===== src/rtl/iterative_divider_if.sv =====
// Request/response bundle between the execute stage and the iterative divider.
// The core drives start/op/a/b and observes busy/done/result.
interface iterative_divider_if #(
  parameter int XLEN = 32
);
  logic            start;
  logic [1:0]      op;
  logic [XLEN-1:0] a;
  logic [XLEN-1:0] b;
  logic            busy;
  logic            done;
  logic [XLEN-1:0] result;

  modport master (output start, op, a, b, input busy, done, result);
  modport slave  (input start, op, a, b, output busy, done, result);
endinterface


===== src/rtl/iterative_divider.sv =====
// Restoring divider for DIV/DIVU/REM/REMU: one trial subtraction per cycle, XLEN+1 cycles start-to-done.
// Special cases (divide by zero, signed overflow) finish in one cycle; start is ignored while busy.
module iterative_divider #(
  parameter int XLEN = 32
) (
  input  logic          clk,
  input  logic          rst_n,
  iterative_divider_if.slave bus
);
  localparam int CW = $clog2(XLEN + 1);

  typedef enum logic [1:0] {S_IDLE, S_CALC, S_DONE} state_t;

  state_t          r_state;
  logic [1:0]      r_op;
  logic            r_qsign;
  logic            r_rsign;
  logic [XLEN-1:0] r_rem;
  logic [XLEN-1:0] r_quo;
  logic [XLEN-1:0] r_dvs;
  logic [XLEN-1:0] r_result;
  logic [CW-1:0]   r_cnt;
  logic            r_busy;
  logic            r_done;

  logic            w_signed;
  logic [XLEN-1:0] w_abs_a;
  logic [XLEN-1:0] w_abs_b;
  logic            w_div0;
  logic            w_ovf;
  logic [XLEN-1:0] w_spec_q;
  logic [XLEN-1:0] w_spec_r;
  logic [XLEN:0]   w_shift;
  logic [XLEN:0]   w_trial;
  logic            w_sub_ok;
  logic [XLEN-1:0] w_rem_nxt;
  logic [XLEN-1:0] w_quo_nxt;
  logic [XLEN-1:0] w_rem_fix;
  logic [XLEN-1:0] w_quo_fix;

  assign w_signed = ~bus.op[0];
  assign w_abs_a  = (w_signed && bus.a[XLEN-1]) ? -bus.a : bus.a;
  assign w_abs_b  = (w_signed && bus.b[XLEN-1]) ? -bus.b : bus.b;
  assign w_div0   = (bus.b == '0);
  assign w_ovf    = w_signed && (bus.a == {1'b1, {(XLEN-1){1'b0}}}) && (bus.b == '1);
  assign w_spec_q = w_div0 ? '1 : bus.a;
  assign w_spec_r = w_div0 ? bus.a : '0;

  // Partial remainder stays below the divisor, so XLEN bits suffice outside the trial subtraction.
  assign w_shift   = {r_rem, r_quo[XLEN-1]};
  assign w_trial   = w_shift - {1'b0, r_dvs};
  assign w_sub_ok  = ~w_trial[XLEN];
  assign w_rem_nxt = w_sub_ok ? w_trial[XLEN-1:0] : w_shift[XLEN-1:0];
  assign w_quo_nxt = {r_quo[XLEN-2:0], w_sub_ok};
  assign w_quo_fix = r_qsign ? -w_quo_nxt : w_quo_nxt;
  assign w_rem_fix = r_rsign ? -w_rem_nxt : w_rem_nxt;

  always_ff @(posedge clk) begin
    if (!rst_n) begin
      r_state  <= S_IDLE;
      r_op     <= '0;
      r_qsign  <= 1'b0;
      r_rsign  <= 1'b0;
      r_rem    <= '0;
      r_quo    <= '0;
      r_dvs    <= '0;
      r_result <= '0;
      r_cnt    <= '0;
      r_busy   <= 1'b0;
      r_done   <= 1'b0;
    end else begin
      case (r_state)
        S_IDLE, S_DONE: begin
          r_done  <= 1'b0;
          r_state <= S_IDLE;
          if (bus.start) begin
            r_op    <= bus.op;
            r_qsign <= w_signed & (bus.a[XLEN-1] ^ bus.b[XLEN-1]);
            r_rsign <= w_signed & bus.a[XLEN-1];
            if (w_div0 || w_ovf) begin
              r_result <= bus.op[1] ? w_spec_r : w_spec_q;
              r_done   <= 1'b1;
              r_state  <= S_DONE;
            end else begin
              r_rem   <= '0;
              r_quo   <= w_abs_a;
              r_dvs   <= w_abs_b;
              r_cnt   <= CW'(XLEN);
              r_busy  <= 1'b1;
              r_state <= S_CALC;
            end
          end
        end
        S_CALC: begin
          r_rem <= w_rem_nxt;
          r_quo <= w_quo_nxt;
          r_cnt <= r_cnt - CW'(1);
          if (r_cnt == CW'(1)) begin
            r_result <= r_op[1] ? w_rem_fix : w_quo_fix;
            r_busy   <= 1'b0;
            r_done   <= 1'b1;
            r_state  <= S_DONE;
          end
        end
        default: r_state <= S_IDLE;
      endcase
    end
  end

  assign bus.busy   = r_busy;
  assign bus.done   = r_done;
  assign bus.result = r_result;
endmodule

===== src/flat_wrapper.sv =====
// flat-port wrapper written by rule: the top's interface ports become plain ports
module iterative_divider_flat 
#(
  parameter int XLEN = 32
)
  (clk, rst_n, bus_start, bus_op, bus_a, bus_b, bus_busy, bus_done, bus_result);
  iterative_divider_if #(.XLEN(XLEN)) bus_i ();
  input  logic clk;
  input  logic rst_n;
  input wire logic [$bits(bus_i.start)-1:0] bus_start;
  input wire logic [$bits(bus_i.op)-1:0] bus_op;
  input wire logic [$bits(bus_i.a)-1:0] bus_a;
  input wire logic [$bits(bus_i.b)-1:0] bus_b;
  output wire logic [$bits(bus_i.busy)-1:0] bus_busy;
  output wire logic [$bits(bus_i.done)-1:0] bus_done;
  output wire logic [$bits(bus_i.result)-1:0] bus_result;
  assign bus_i.start = bus_start;
  assign bus_i.op = bus_op;
  assign bus_i.a = bus_a;
  assign bus_i.b = bus_b;
  assign bus_busy = bus_i.busy;
  assign bus_done = bus_i.done;
  assign bus_result = bus_i.result;
  iterative_divider #(.XLEN(XLEN)) u_core (.clk(clk), .rst_n(rst_n), .bus(bus_i));
endmodule

===== config.mk =====
export PLATFORM = sky130hd
export DESIGN_NAME = iterative_divider_flat
export DESIGN_NICKNAME = d
export VERILOG_FILES = /design/src/rtl/iterative_divider_if.sv /design/src/rtl/iterative_divider.sv /design/src/flat_wrapper.sv
export SDC_FILE = /design/constraint.sdc
export NUM_CORES = 1
export LEC_CHECK = 0
export ABC_CLOCK_PERIOD_IN_PS = 9740
export CORE_MARGIN = 5
export CORE_UTILIZATION = 60
export DETAILED_ROUTE_END_ITERATION = 7
export PLACE_DENSITY = 0.82
export SLEW_MARGIN = 20
export SYNTH_ARGS = -nofsm -noshare
export SYNTH_HDL_FRONTEND = slang
export SYNTH_SLANG_ARGS = --single-unit
export TNS_END_PERCENT = 10

===== constraint.sdc =====
create_clock -name clk -period 9.74 [get_ports clk]
set_input_delay 1.948 -clock clk [delete_from_list [all_inputs] [get_ports clk]]
set_output_delay 1.948 -clock clk [all_outputs]
set_load 0.05 [all_outputs]

==> impl_metrics.toml <==
[logic_synthesis]
synthesis.nets = 1753
syn-instance-count = 1644
synth_common_cells = "nor2_1 (197), nand2_1 (186), a21oi_1 (155)"
synthTopCellsByArea = "dfxtp_1 (24%), a21oi_1 (6.6%), nor2_1 (6.3%)"
synth.most_common_cell = "nor2_1"
avgSynthCellArea_um2 = 7.10
syn_area_um2 = 11700
synth_top_cell_area_share_pct = 24.2
synth_seq_cells = 141
async_flop_share_pct = 0
synth_edf_count = 0
synth_top_cell_by_area = "dfxtp_1"
netlist-cell-type-count = 77
yosysWarnings = 0
synth-seq-area-share_pct = 24.2
yosys_most_used_dff = "dfxtp_1"

[layout]
final_util_pct = 68.9
diodes = 0
final_nets = 1787
drive_above_1_share_pct = 4.50
final_area_um2 = 13300
area.growth.synth_to_final_pct = 14.2

[job]
cap_violations = 0

[worst_setup_path]
cp_data_required_time_ns = 10.09
setup.worst_path.start_class = "input port"
crit_type = "in -> reg"
arrival_ns = 6.46
crit_fanout = 51
end_kind = "flop"

[status]
status = "complete, no violations"

[timing]
rsz0062_at_grt = "no"
hold_violations = 0
worstMarginPinSlew_ns = 1.05
max_slew_margin_pct = 29.3
slew_viol_final = 0
setup_viol = 0
fin_crit_ns = 6.11
max_freq_mhz = 164
fin_setup_tns_ns = 0
clock_skew_ns = 0.00965
period_share_pct = 62.8

[clock_tree]
insertion_delay_ns = 0.44
cts_resized = 0
cts.sinks = 141
cts_root_buf = "clkbuf_16"
clockBufferDepth = 2
post-cts-setup-buffers = 0
cts_buffers = 17
hold_buffers = 0
clk_transition_reported_paths_ns = 0.06
cts_tree = "yes"
cts_max_level = 4

[global_routing]
grt_pass1_vias = 11600
grt_pass1_wl_um = 62200
grt_usage_pct = 34.8
grt_overflow_total = 0
antenna_found_initial = 0
grt_max_degree = 92

[detailed_routing]
final_antenna_net_count = 0
num_vias = 12900
drt-initial-drc-count = 1581
firstDrtPassIters = 5
via_per_inst = 6.62
drc = 0
wl_per_cell_um = 20.3
finalWirelength_um = 39600

[placed_design]
place_congestion = 0.922
portBuffers = 102
dpl_cell_area_um2 = 12800
dp_hpwl_um = 28700

[die]
core_um2 = 19300
die-area_um2 = 22300
start_util_pct = 60.4
io_pins = 103
die_w_um = 149
num_rows = 51
fp.dieH_um = 149

[power]
irDropWorstVdd_mv = 0.150
cellLeakagePower_nw = 4.85
power.density_nw_per_um2 = 173

[min_path]
hold_class = "reg -> reg"
==> layer usage <==
layer  vias to the layer above  GRT usage, %  part of all wire [%]
li1                       6082             -                     -
met1                      5981          48.6                    42
met2                       752          52.5                    43
met3                       127          8.00                    11
met4                         0          13.1                   3.7
met5                         -             0                     0
==> final cells by class <==
| cell class | count | area, um2 |
|---|---|---|
| Clock buffer | 18 | 429 |
| Clock inverter | 13 | 143 |
| Fill cell | 1712 | 6010 |
| Inverter | 59 | 223 |
| Multi-Input combinational cell | 1342 | 8240 |
| Sequential cell | 141 | 2820 |
| Tap cell | 265 | 332 |
| Timing Repair Buffer | 117 | 1130 |
==> kinds of logic (layout without fill, tap and decap cells) <==
logic type / after synthesis / in the layout / share of synthesized area, %
fa+ha+maj: 40 / 40 / 4.35
mux: 25 / 25 / 2.24
simple gates: 593 / 593 / 23.6
xor+xnor: 124 / 124 / 9.31
compound gates: 560 / 560 / 30.9
flops: 141 / 141 / 24.2
buf+inv: 161 / 207 / 5.45
==> registers in the layout, indices dropped and copies added (netlist names) <==
register	flops
u_core.r_state	2
u_core.r_rem	32
u_core.r_cnt	6
u_core.bus.done	1
u_core.bus.result	32
u_core.r_qsign	1
u_core.r_dvs	32
u_core.r_quo	32
u_core.bus.busy	1
u_core.r_op	1
u_core.r_rsign	1
==> worst paths after layout <==
path | start | end | slack (ns) | depth (start not counted)
setup / recovery | bus_b[8] | u_core.bus.result[30] | 3.63 | 13
hold / removal | u_core.bus.result[0] | u_core.bus.result[0] | 0.46 | 2
setup reg to reg | u_core.r_quo[31] | u_core.bus.result[30] | 3.86 | 18
hold reg to reg | u_core.bus.result[0] | u_core.bus.result[0] | 0.46 | 2
==> stage by stage <==
stage	hold WS, ns	power [mW]	setup slack, ns	cells
after floorplan	0.432	1.37	5.07	1644
after global placement	0.440	1.62	3.39	1924
after detailed placement	0.449	1.64	3.24	1924
after CTS	0.459	2.29	3.69	1955
after global routing	0.481	2.43	3.26	1955
final	0.458	2.31	3.63	1955
==> cells in the final DEF (no fill, tap or decap), types with 13 or more instances in the layout <==
cell type,instances
nor2_1,196
nand2_1,186
a21oi_1,155
dfxtp_1,140
clkdlybuf4s50_1,102
o21ai_0,94
xor2_1,64
xnor2_1,60
inv_1,57
a211oi_1,54
a31oi_1,46
ha_1,39
nor3_1,37
o211ai_1,34
o31ai_1,30
or3_1,26
nand3_1,25
a22oi_1,24
nand4_1,19
mux2i_1,19
nor4_1,18
clkbuf_16,17
a21o_1,15
buf_4,15
or4_1,13
==> critical path, stage by stage <==
cell             delay (ns)
clkdlybuf4s50_1        0.52
or4_1                  0.62
or3_1                  0.37
nor4_1                 0.48
nor4b_4                0.29
buf_4                  0.47
o21bai_1               0.29
nand2b_1               0.25
nand2_1                0.12
buf_4                  0.39
nand2_1                0.16
a221o_1                0.31
o31ai_1                0.21
==> where the power goes <==
group / switching (mW) / internal (mW) / total (mW) / leakage, nW
Sequential: 0.0466 / 0.617 / 0.664 / 1.15
Clock: 0.276 / 0.377 / 0.653 / 0.277
Combinational: 0.627 / 0.368 / 0.994 / 3.43
Total: 0.950 / 1.36 / 2.31 / 4.85
Note: power is estimated with default switching activity, not from simulation.
==> RTL edit 1: new RTL, config.mk and constraints unchanged <==
Encoding of `state_t`: now one-hot (3 bits for 3 states).
--- a/src/rtl/iterative_divider.sv
+++ b/src/rtl/iterative_divider.sv
@@ -11,3 +11,3 @@
 
-  typedef enum logic [1:0] {S_IDLE, S_CALC, S_DONE} state_t;
+  typedef enum logic [2:0] {S_IDLE = 3'b001, S_CALC = 3'b010, S_DONE = 3'b100} state_t;
 
Behaviour: same outputs for any inputs over 4 cycles, from zero or initial values and one cycle with rst_n low; so few cycles prove little.
==> RTL edit 1 against the original RTL <==
- non-clock buffer count shrank 1
- area after synthesis grew 1.7%
- sequential cell count grew 1
- sequential share of layout area shrank 0.13 points
- design area grew 1.3%
- count of clock-buffer cells in the layout grew 2
- register-to-register slack gained 0.07 ns
- worst setup slack lost 0.39 ns
- wire length is essentially flat
- critical path type unchanged
- critical endpoint is now u_core.bus.result[15]$_SDFFE_PN0P_
- largest cell class unchanged
Power is not compared: it rests on default switching activity, and its combinational part moved more than twofold at a synthesized area within 25%.
==> RTL edit 1: results <==
set metrics [dict create \
    status "finished clean" \
    grt_pass1_vias 11600 \
    ys_types 87 \
    hold-worst-slack_ns 0.457 \
    globalplace.congestion 1.00 \
    timing.final.crit_share 0.667 \
    placed_cells 1932 \
    vias 12900 \
    yosys.area_share.adder 0.0428 \
    num-fill-cells 1649 \
    regToRegSetupSlack_ns 3.93 \
    critPathCapture "u_core.bus.result[15]$_SDFFE_PN0P_" \
    yosysSeqAreaShare 0.240 \
    critPathArrivalTime_ns 6.88 \
    slowest_delay_ns 0.83 \
    grt_pass1_wl_mm 62.3 \
    hpwl_mm 28.7 \
    r2r_end "u_core.bus.result[22]$_SDFFE_PN0P_" \
    synth_area_leaders "dfxtp_1 (24%), nor2_1 (7.9%), a21oi_1 (5.4%)" \
    drive_above_1_share 0.0453 \
    holdCritStartpoint "u_core.r_dvs[30]$_SDFFE_PN0P_" \
    reg2reg_depth 21 \
    finClkSkew_ns 0.0105 \
    worst_pin_slew_ns 1.11 \
    slowest_stage "nand2_1" \
]
==> RTL edit 1: cell types whose count changed after synthesis, sizes merged, moves of 9 or more <==
| cell | change |
|---|---|
| nor2 | +52 |
| nand2 | -28 |
| a21oi | -26 |
| a22oi | -14 |
| o211ai | -14 |
| or3 | -11 |
| mux2i | +10 |
| clkbuf | +9 |
| nor3 | +9 |
==> RTL edit 1: area by class of cell <==
| class | count | area (µm²) | share of cell area |
|---|---|---|---|
| multi-input cells | 1349 | 8360 | 0.620 |
| flip-flops and latches | 142 | 2840 | 0.211 |
| repair buffers | 116 | 1130 | 0.0834 |
| clock buffers | 20 | 447 | 0.0331 |
| well taps | 265 | 332 | 0.0246 |
| inverters | 60 | 225 | 0.0167 |
| clock inverters | 11 | 158 | 0.0117 |
==> RTL edit 1: per-layer routing <==
layer	track usage	up-vias	wire length (µm)
met5	0	-	28
met4	0.113	2	1240
met3	0.0804	105	4370
met2	0.523	728	17200
met1	0.484	5980	16800
li1	-	6108	-
==> RTL edit 2: new RTL, same flow settings <==
Made on the original files. `XLEN` is set to 32 in 3 places; all go to 64.
--- a/src/rtl/iterative_divider_if.sv
+++ b/src/rtl/iterative_divider_if.sv
@@ -3,3 +3,3 @@
 interface iterative_divider_if #(
-  parameter int XLEN = 32
+  parameter int XLEN = 64
 );
--- a/src/rtl/iterative_divider.sv
+++ b/src/rtl/iterative_divider.sv
@@ -3,3 +3,3 @@
 module iterative_divider #(
-  parameter int XLEN = 32
+  parameter int XLEN = 64
 ) (
--- a/src/flat_wrapper.sv
+++ b/src/flat_wrapper.sv
@@ -3,3 +3,3 @@
 #(
-  parameter int XLEN = 32
+  parameter int XLEN = 64
 )
Interface: changed (resized bus_a, bus_b and bus_result); port bits go from 103 to 199. The function was not compared with the original's and may differ.
==> RTL edit 2 against the original RTL <==
- wire length grew to 2.5 times the old value
- clock power grew 81%
- area after synthesis grew 110%
- critical endpoint is now u_core.bus.result[55]$_SDFFE_PN0P_
- cell count grew 110%
- non-clock buffer count grew 113
- total power grew to 2.9 times the old value
- worst setup slack lost 1.4 ns
- largest power group unchanged
- sequential cell count grew 129
- design area grew 110%
- synthesized cell count grew 110%
- combinational power grew to 4.3 times the old value
- count of clock-buffer cells in the layout grew 23
- highest routed layer unchanged
==> RTL edit 2: results <==
set metrics [dict create \
    status "finished clean" \
    htree_levels 1 \
    ys_types 113 \
    p_clk_frac 0.173 \
    swShare 0.513 \
    worst-path-max-fanout 29 \
    io_buffer_count 198 \
    synth_warnings 0 \
    p_leak_nw 10.1 \
    drt_iter0_markers 4889 \
    antenna_found_initial 1 \
    yosysSeqAreaShare 0.219 \
    critPathCapture "u_core.bus.result[55]$_SDFFE_PN0P_" \
    slowest_delay_ns 0.78 \
    synthTopCellsByCount "nor2_1 (513), nand2_1 (294), dfxtp_1 (270)" \
    p_switching_mw 3.48 \
    grt_max_degree 158 \
    cp-startpoint "bus_b[0]" \
    grt_pass1_wl_mm 152 \
    r2r-start "u_core.r_quo[63]$_SDFFE_PN0P_" \
    synth_area_leaders "dfxtp_1 (22%), nor2_1 (7.8%), a21oi_1 (5.2%)" \
    slowest_stage "nor4_1" \
    finClkSkew_ns 0.0149 \
    reg2reg_depth 24 \
    first_pass_iters 8 \
    vias 29000 \
    regToRegSetupSlack_ns 2.46 \
    hpwl_mm 75.6 \
    drive_above_1_share 0.0477 \
    p_comb_frac 0.631 \
    wl_per_cell_um 24.7 \
    clock_latency_ns 0.59 \
    worst_pin_slew_ns 1.16 \
    globalplace.congestion 1.04 \
    clock_path_buffers 3 \
    critPathArrivalTime_ns 8.03 \
    cts_resized 0 \
    finalNetCount 3684 \
    cts_buffers 30 \
    worstHoldEndpoint "u_core.bus.result[11]$_SDFFE_PN0P_" \
    vdd_drop_max_uv 228 \
    holdCritStartpoint "u_core.bus.result[11]$_SDFFE_PN0P_" \
    grt_pass1_vias 26400 \
]
==> RTL edit 2: per-stage QoR <==
stage | std cells | instance area (µm²) | hold slack (ns) | setup WS (ns)
2_1_floorplan | 3465 | 24600 | 0.432 | 3.55
3_3_place_gp | 3978 | 26600 | 0.442 | 2.27
3_5_place_dp | 3978 | 26600 | 0.445 | 2.06
4_1_cts | 4034 | 27600 | 0.453 | 2.63
5_1_grt | 4035 | 27600 | 0.482 | 2.03
6_report | 4035 | 27600 | 0.457 | 2.24
==> RTL edit 2: per-layer routing <==
metal  part of all wire  wire length [µm]  track usage
met1               0.39             38800        0.563
met4              0.071              7120        0.221
met2               0.43             42700        0.647
met5                  0                 0            0
met3               0.11             11200       0.0711
==> RTL edit 2: logic make-up (layout without fill, tap and decap cells) <==
family / count (synthesis) / count (layout) / share of synthesized area
AOI/OAI and AO/OA: 1070 / 1070 / 0.289
xor gates and xnor gates: 264 / 264 / 0.0939
adders and majority gates: 116 / 116 / 0.0547
buffers and inverters: 350 / 388 / 0.0583
DFF: 270 / 270 / 0.219
muxes: 69 / 69 / 0.0288
and+or+nand+nor: 1326 / 1326 / 0.256
==> RTL edit 2: cell type report <==
class | instances | area (µm²)
multi-input combinational | 2845 | 17900
sequential | 270 | 5410
fill | 3501 | 13200
timing repair buffer | 230 | 2250
inverter | 102 | 388
clock buffer | 41 | 843
tap | 532 | 666
clock inverter | 15 | 159
==> RTL edit 2: critical path: cells and delay by family <==
family                   cells  cell delay (ns)
AND/OR/NAND/NOR              9             3.86
buffers and inverters        4             1.29
AO/OA/AOI/OAI                4             0.76
adder cells (fa/ha/maj)      1             0.16
